[src/rtl/interleaver_pkg.sv]
// Shared constants and FSM state type for the row/column block interleaver pair.
package interleaver_pkg;

    localparam int DEF_ROWS   = 12;
    localparam int DEF_COLS   = 8;
    localparam int ROW_CODE_W = 4;

    typedef enum logic {
        FILL  = 1'b0,
        DRAIN = 1'b1
    } ilv_state_e;

    // Counter width for a modulus n, never narrower than one bit.
    function automatic int cnt_w(input int n);
        return (n > 1) ? $clog2(n) : 1;
    endfunction

endpackage

[src/rtl/interleaver_addr_ctr.sv]
// Two-level wrap-around counter: lo advances every enabled cycle, hi advances when lo wraps.
module interleaver_addr_ctr
    import interleaver_pkg::*;
#(
    parameter int HI_N = DEF_ROWS,
    parameter int LO_N = DEF_COLS
) (
    input  logic                    clk,
    input  logic                    rst,
    input  logic                    en_i,
    input  logic                    clr_i,
    output logic [cnt_w(HI_N)-1:0]  hi_o,
    output logic [cnt_w(LO_N)-1:0]  lo_o,
    output logic                    wrap_o
);

    localparam int HW = cnt_w(HI_N);
    localparam int LW = cnt_w(LO_N);
    localparam logic [HW-1:0] HI_MAX = HW'(HI_N - 1);
    localparam logic [LW-1:0] LO_MAX = LW'(LO_N - 1);

    logic [HW-1:0] hi_q, hi_d;
    logic [LW-1:0] lo_q, lo_d;

    always_comb begin
        hi_d   = hi_q;
        lo_d   = lo_q;
        wrap_o = en_i && (hi_q == HI_MAX) && (lo_q == LO_MAX);
        if (clr_i) begin
            hi_d = '0;
            lo_d = '0;
        end else if (en_i) begin
            if (lo_q == LO_MAX) begin
                lo_d = '0;
                hi_d = (hi_q == HI_MAX) ? '0 : hi_q + 1'b1;
            end else begin
                lo_d = lo_q + 1'b1;
            end
        end
    end

    always_ff @(posedge clk) begin
        if (rst) begin
            hi_q <= '0;
            lo_q <= '0;
        end else begin
            hi_q <= hi_d;
            lo_q <= lo_d;
        end
    end

    assign hi_o = hi_q;
    assign lo_o = lo_q;

endmodule

[src/rtl/block_interleaver_tx.sv]
// Row-major fill / column-major drain block interleaver with 1-based row codes.
// Optional frame-end flag dout_last is built when INTERLEAVER_LAST_EN is defined.
module block_interleaver_tx
    import interleaver_pkg::*;
#(
    parameter int ROWS = DEF_ROWS,
    parameter int COLS = DEF_COLS
) (
    input  logic                  clk,
    input  logic                  rst,
    input  logic                  din,
    input  logic                  din_valid,
    output logic                  din_ready,
    output logic                  dout,
    output logic                  dout_valid,
    input  logic                  dout_ready,
    output logic [ROW_CODE_W-1:0] dout_row
`ifdef INTERLEAVER_LAST_EN
    ,
    output logic                  dout_last
`endif
);

    localparam int RW = cnt_w(ROWS);
    localparam int CW = cnt_w(COLS);

    ilv_state_e state_q, state_d;

    logic [ROWS-1:0][COLS-1:0] mem_q;

    logic [RW-1:0] wr_row, rd_row;
    logic [CW-1:0] wr_col, rd_col;
    logic          wr_en, rd_en, wr_wrap, rd_wrap, rd_end;

    assign wr_en = (state_q == FILL) && din_valid;
    assign rd_en = (state_q == DRAIN) && dout_ready;

    // Write walks columns fastest, read walks rows fastest, so the read
    // counter is the same block with the two moduli swapped.
    interleaver_addr_ctr #(.HI_N(ROWS), .LO_N(COLS)) u_wr_ctr (
        .clk    (clk),
        .rst    (rst),
        .en_i   (wr_en),
        .clr_i  (state_q == DRAIN),
        .hi_o   (wr_row),
        .lo_o   (wr_col),
        .wrap_o (wr_wrap)
    );

    interleaver_addr_ctr #(.HI_N(COLS), .LO_N(ROWS)) u_rd_ctr (
        .clk    (clk),
        .rst    (rst),
        .en_i   (rd_en),
        .clr_i  (state_q == FILL),
        .hi_o   (rd_col),
        .lo_o   (rd_row),
        .wrap_o (rd_wrap)
    );

    assign rd_end = (rd_row == RW'(ROWS - 1)) && (rd_col == CW'(COLS - 1));

    always_ff @(posedge clk) begin
        if (wr_en) mem_q[wr_row][wr_col] <= din;
    end

    always_ff @(posedge clk) begin
        if (rst) state_q <= FILL;
        else     state_q <= state_d;
    end

    always_comb begin
        state_d    = state_q;
        din_ready  = 1'b0;
        dout_valid = 1'b0;
        dout       = 1'b0;
        dout_row   = '0;
`ifdef INTERLEAVER_LAST_EN
        dout_last  = 1'b0;
`endif
        case (state_q)
            FILL: begin
                din_ready = 1'b1;
                if (wr_wrap) state_d = DRAIN;
            end
            DRAIN: begin
                dout_valid = 1'b1;
                dout       = mem_q[rd_row][rd_col];
                dout_row   = ROW_CODE_W'(rd_row) + ROW_CODE_W'(1);
`ifdef INTERLEAVER_LAST_EN
                dout_last  = rd_end;
`endif
                if (rd_wrap) state_d = FILL;
            end
            default: state_d = FILL;
        endcase
    end

`ifndef INTERLEAVER_LAST_EN
    logic unused_rd_end;
    assign unused_rd_end = rd_end;
`endif

endmodule

[config.mk]
export PLATFORM = sky130hd
export DESIGN_NAME = block_interleaver_tx
export DESIGN_NICKNAME = d
export VERILOG_FILES = /design/src/rtl/interleaver_pkg.sv /design/src/rtl/interleaver_addr_ctr.sv /design/src/rtl/block_interleaver_tx.sv
export SDC_FILE = /design/constraint.sdc
export NUM_CORES = 1
export LEC_CHECK = 0
export CORE_ASPECT_RATIO = 1.25
export CORE_MARGIN = 4
export CORE_UTILIZATION = 55
export CTS_CLUSTER_SIZE = 16
export DETAILED_ROUTE_END_ITERATION = 16
export PLACE_DENSITY = 0.74
export SKIP_CTS_REPAIR_TIMING = 1
export SYNTH_ARGS = -nofsm -noshare
export SYNTH_HDL_FRONTEND = slang
export SYNTH_HIERARCHICAL = 1
export SYNTH_SLANG_ARGS = --single-unit
[constraint.sdc]
create_clock -name clk -period 4.38 [get_ports clk]
set_clock_uncertainty 0.05 [all_clocks]
set_input_delay 0.876 -clock clk [delete_from_list [all_inputs] [get_ports clk]]
set_output_delay 0.876 -clock clk [all_outputs]
set_load 0.02 [all_outputs]
## After elaboration in Yosys (flattened, before gate mapping)

Cells that the tools add are included.
W data, S select, Z words.

| cells by class | value |
|---|---|
| magnitude comparators | 6 |
| equality and inequality tests | 4 |
| div/mod/pow operators | 0 |
| bitwise operators | 1 |
| reductions and logical operators | 12 |
| shifts and indexed selects | 0 |
| $add $sub $neg | 4 |
| multipliers | 0 |
| muxes and demuxes | 20 |

Operator list:

| operator | number |
|---|---|
| $bwmux W96 | 1 |
| $bmux W8 S4 | 1 |
| $demux W8 S4 | 1 |
| $mux W8 | 2 |
| $mux W4 | 3 |
| $lt A4 B5 Y1 const B | 2 |
| $add A4 B1 Y4 const B | 2 |
| $eq A4 B4 Y1 const B | 2 |
| $logic_and A1 B1 Y1 | 8 |
| $lt A3 B4 Y1 const B | 2 |
| $mux W1 | 7 |
| $add A3 B1 Y3 const B | 2 |
| $eq A3 B3 Y1 const B | 2 |
| $mux W3 | 2 |
| $ge A4 B1 Y1 const B | 1 |
| $reduce_and A2 Y1 | 2 |
| $reduce_or A2 Y1 | 2 |
| $bmux W1 S3 | 1 |
| $demux W1 S3 | 1 |
| $ge A3 B1 Y1 const B | 1 |
| $pmux W1 S2 | 1 |
| $not A1 Y1 | 1 |

| storage, ports and cells | value |
|---|---|
| RAM bits | 0 |
| logic and storage cells | 64 |
| latch bits | 0 |
| memories kept | 0 |
| output and inout bits | 7 |
| register bits after elaboration | 111 |
| ROM bits | 0 |

## Longest topological paths before layout

| depth | value |
|---|---|
| depth after elaboration | 7 |
| mapped depth | 8 |

## Cells and area by module

The synthesis kept the hierarchy.

By module, submodules not included:

| module | cells each | area each (sq um) | instances |
|---|---|---|---|
| block_interleaver_tx | 329 | 4438.0 | 1 |
| interleaver_addr_ctr (u_wr_ctr) | 41 | 352.8 | 1 |
| interleaver_addr_ctr (u_rd_ctr) | 34 | 337.8 | 1 |

## Least setup slack after synthesis

No wires, ideal clock.

| timing | value |
|---|---|
| path type | register -> output |
| start | reg u_rd_ctr.lo_q[1], in the netlist u_rd_ctr/lo_o[1] |
| end | out dout |
| cell stages (with the launch flop) | 8 |
| slack | 1286 ps |
| arrival | 2168 ps |
| cells stage by stage | dfxtp_1 buf_2 buf_4 buf_4 a211oi_1 o41ai_1 nor3_1 o41ai_1 |

| on the way | value |
|---|---|
| word-level cells in the longest chain between the ends | 5 |

RTL lines:

| what | line | RTL |
|---|---|---|
| start: declaration | interleaver_addr_ctr.sv:23 | `logic [LW-1:0] lo_q, lo_d;` |
| start signal: assignment | interleaver_addr_ctr.sv:48 | `lo_q <= lo_d;` |
| $bmux W8 S4 | block_interleaver_tx.sv:87 | `dout = mem_q[rd_row][rd_col];` |
| $mux W8 (implied by the code) | block_interleaver_tx.sv:87 |  |
| $bmux W1 S3 | block_interleaver_tx.sv:87 |  |
| $mux W1 (implied by the code) | block_interleaver_tx.sv:87 |  |
| $mux W1 | block_interleaver_tx.sv:80 | `case (state_q)` |
| end: declaration | block_interleaver_tx.sv:14 | `output logic dout,` |

Every way passes these cells. The select of a mux whose other input is x is not followed.

## Worst setup path after layout

| timing | value |
|---|---|
| start | reg u_rd_ctr.lo_q[0], in the netlist u_rd_ctr/lo_o[0] |
| end | out dout |

The elaborated chain is that of the path after synthesis.

==> reports/qor.csv <==
stage,metric,value,unit
global_route,grt_pass1_vias,3224,
power,power.leakage,1.71,nW
timing,setup_ws,225,ps
placed_design,place_area,0.00530,mm²
floorplanning,die_h,116,µm
clock_tree,worstSkewPairLatency,350,ps
logic_synthesis,synth_edf_count,96,
floorplanning,ioPinCount,12,
floorplanning,num_rows,39,
detailed_routing,via_per_inst,5.89,
detailed_routing,totalWireLength,10500,µm
setup_path,r2r_end,mem_q[33]$_DFFE_PP_,
setup_path,rr_worst_depth,3,
power,ir_drop,291,µV
timing,setup_tns,0,ps
timing,tightestPinTransition,917,ps
clock_tree,cts_sinks,111,
logic_synthesis,synthDistinctLibCells,44,
setup_path,critPathKind,flop to output port,
placed_design,dp_slack,539,ps
logic_synthesis,synth_nets,416,
timing,slew_violations,0,
power,power_per_cell_area,359,mW/mm²
timing,finalSetupViolations,0,
clock_tree,cts_buffer_depth,2,
timing,timing.final.hold_violations,0,
timing,grt_setup_unrepaired,false,
logic_synthesis,syn_inst,404,
floorplanning,die_area,0.0109,mm²
detailed_routing,firstDrtPassIters,4,
setup_path,cp-start-kind,flop,
setup_path,reg2reg_slack,2210,ps
clock_tree,numCtsBuffers,9,
global_route,grt_use_total,0.212,
clock_tree,cts_tree,built,
placed_design,dp_hpwl,6930,µm
setup_path,worstPathArrival,3230,ps
placed_design,place.gp.congestion,0.799,
timing,min_period,4160,ps
min_path,holdCritStartpoint,u_wr_ctr/hi_o[1]$_SDFFE_PP0P_,
min_path,holdPathStages,2,
logic_synthesis,avgSynthCellArea,12.7,µm²
layout,fin_util,0.613,
floorplanning,start_util,0.562,
clock_tree,path_clk_slew,70,ps
logic_synthesis,async_flop_share,0,
status,status,completed,
flow_run,drv_cap,0,
global_route,antenna_found_initial,0,
setup_path,reg2reg_from,u_wr_ctr/lo_o[0]$_SDFFE_PP0P_,
timing,fmax,241,MHz
floorplanning,dieWidth,94.4,µm
clock_tree,cts-root-buf,clkbuf_16,
layout,area_growth,9.03,%
min_path,hold_class,flop to flop,
detailed_routing,vias,3180,
power,p_total,2.01,mW
global_route,grt_max_degree,63,
detailed_routing,drt_iter0_drc,323,
detailed_routing,drt-wirelength-per-cell,19.4,µm
layout,n_antenna_cell,0,
setup_path,critical_path.max_fanout,31,
layout,drive_above_1_share,0.122,
logic_synthesis,synthFlopType,edfxtp_1,
logic_synthesis,yosysWarnings,6,
logic_synthesis,ys_seq_area_frac,0.621,
global_route,grt-ovfl-total,0,
clock_tree,h-tree-depth,3,
logic_synthesis,ys_seq_elements,111,
setup_path,required,3450,ps
logic_synthesis,synthesis.area,0.00513,mm²
min_path,hold_path_end,u_wr_ctr/hi_o[1]$_SDFFE_PP0P_,
timing,fin_crit_sh,0.949,
layout,finalInstanceArea,0.00559,mm²
detailed_routing,postRouteAntennaNets,0,
setup_path,setup.worst_path.end_class,output port,
detailed_routing,drc,0,
floorplanning,core,0.00913,mm²
global_route,grt_pass1_wl,17100,µm
timing,relSlewSlack,0.388,
placed_design,portBuffers,11,
layout,nets,424,
[critical path, cell delays in order, from the launching register on]
cell and delay, ps:
dfxtp_2 910, mux4_2 600, mux4_2 480, nand2_1 90
a211o_1 140, o41ai_1 80, clkdlybuf4s50_1 570
[flip-flops by register name, summed over array words and instances, names as in the netlist]
register       count
u_wr_ctr/lo_o      3
state_q            1
u_wr_ctr/hi_o      4
u_rd_ctr/hi_o      3
mem_q             96
u_rd_ctr/lo_o      4
[cell usage after synthesis (3+ instances only)]
library cell  instances  area (µm²)
a2111oi_0             3        26.3
a211oi_1              3        22.5
a21oi_1               6        30.0
a31oi_1               3        18.8
buf_2                 3        15.0
buf_6                 3        33.8
clkbuf_1              8        30.0
dfxtp_1              15         300
edfxtp_1             96        2880
ha_1                  7        87.6
inv_1                 4        15.0
mux2_2                6        67.6
mux2i_1               6        60.1
mux4_2               20         450
nand2_1              22        82.6
nand2b_1              3        18.8
nand3_1              12        60.1
nand3b_1             10        75.1
nand4_1               3        18.8
nor2_1              117         439
nor2b_1              17         106
nor3_1                3        15.0
nor4_1                3        18.8
o21ai_0               3        15.0
[where the power goes]
part           switching, mW  internal, mW  leakage, nW  total [mW]
Combinational         0.0358        0.0146        0.589      0.0504
Sequential           0.00661          1.15        0.985        1.16
Clock                  0.357         0.441        0.134       0.798
Total                  0.400          1.61         1.71        2.01
[area by class of cell]
class	count	area, µm²
clock buffer	10	229
clock inverter	6	61.3
fill	698	3530
inverter	4	15.0
sequential	111	3180
timing repair buffer	15	135
tap	123	154
multi-input combinational	271	1810
[cells in the final DEF (no fill, tap or decap), drive strengths merged, types with 3 or more instances in the layout]
master | Yosys | final
inv | 4 | 4
nand4 | 3 | 3
clkdlybuf4s50 | 0 | 10
clkinv | 0 | 3
buf | 10 | 5
dfxtp | 15 | 15
o21ai | 3 | 3
clkbuf | 8 | 10
nor4 | 3 | 3
nand2 | 23 | 23
mux2 | 6 | 6
mux4 | 20 | 20
nand3 | 12 | 12
a31oi | 3 | 3
a211oi | 3 | 3
a2111oi | 3 | 3
a21oi | 6 | 6
nor2b | 17 | 17
nor2 | 117 | 117
nor3 | 3 | 3
nand2b | 3 | 3
edfxtp | 96 | 96
or3b | 3 | 3
mux2i | 6 | 6
nand3b | 10 | 10
ha | 7 | 7
[layer usage]
| metal | part of all wire | global-route usage | vias to the layer above |
|---|---|---|---|
| li1 | - | - | 1485 |
| met1 | 0.38 | 0.263 | 1581 |
| met2 | 0.55 | 0.366 | 95 |
| met3 | 0.048 | 0.0416 | 19 |
| met4 | 0.024 | 0.0848 | 0 |
| met5 | 0 | 0 | - |
[worst max-delay path by stage]
stage,from,slack [ps],end,depth (start not counted)
floorplan,u_rd_ctr/lo_o[1]$_SDFFE_PP0P_,1290,dout,7
CTS,u_rd_ctr/lo_o[0]$_SDFFE_PP0P_,170,dout,6
global placement,u_rd_ctr/lo_o[0]$_SDFFE_PP0P_,580,dout,6
global route,u_rd_ctr/lo_o[0]$_SDFFE_PP0P_,20,dout,6
detailed placement,u_rd_ctr/lo_o[0]$_SDFFE_PP0P_,540,dout,6
finish,u_rd_ctr/lo_o[0]$_SDFFE_PP0P_,220,dout,6
[kinds of logic (layout without fill, tap and decap cells)]
family                     count (synthesis)  in the layout  share of synthesized area
buffers and inverters                     22             35                     0.0259
xor gates and xnor gates                   4              4                    0.00683
DFF                                      111            111                      0.621
AOI/OAI and AO/OA                         25             25                     0.0327
muxes                                     32             32                      0.113
adders and majority gates                  7              7                     0.0171
and+or+nand+nor                          203            203                      0.184
[through the flow]
step	instances	hold slack (ps)
floorplan	404	404
global placement	524	496
detailed placement	524	523
CTS	540	535
global route	540	585
finish	540	533
Note: power is estimated with default switching activity, not from simulation.
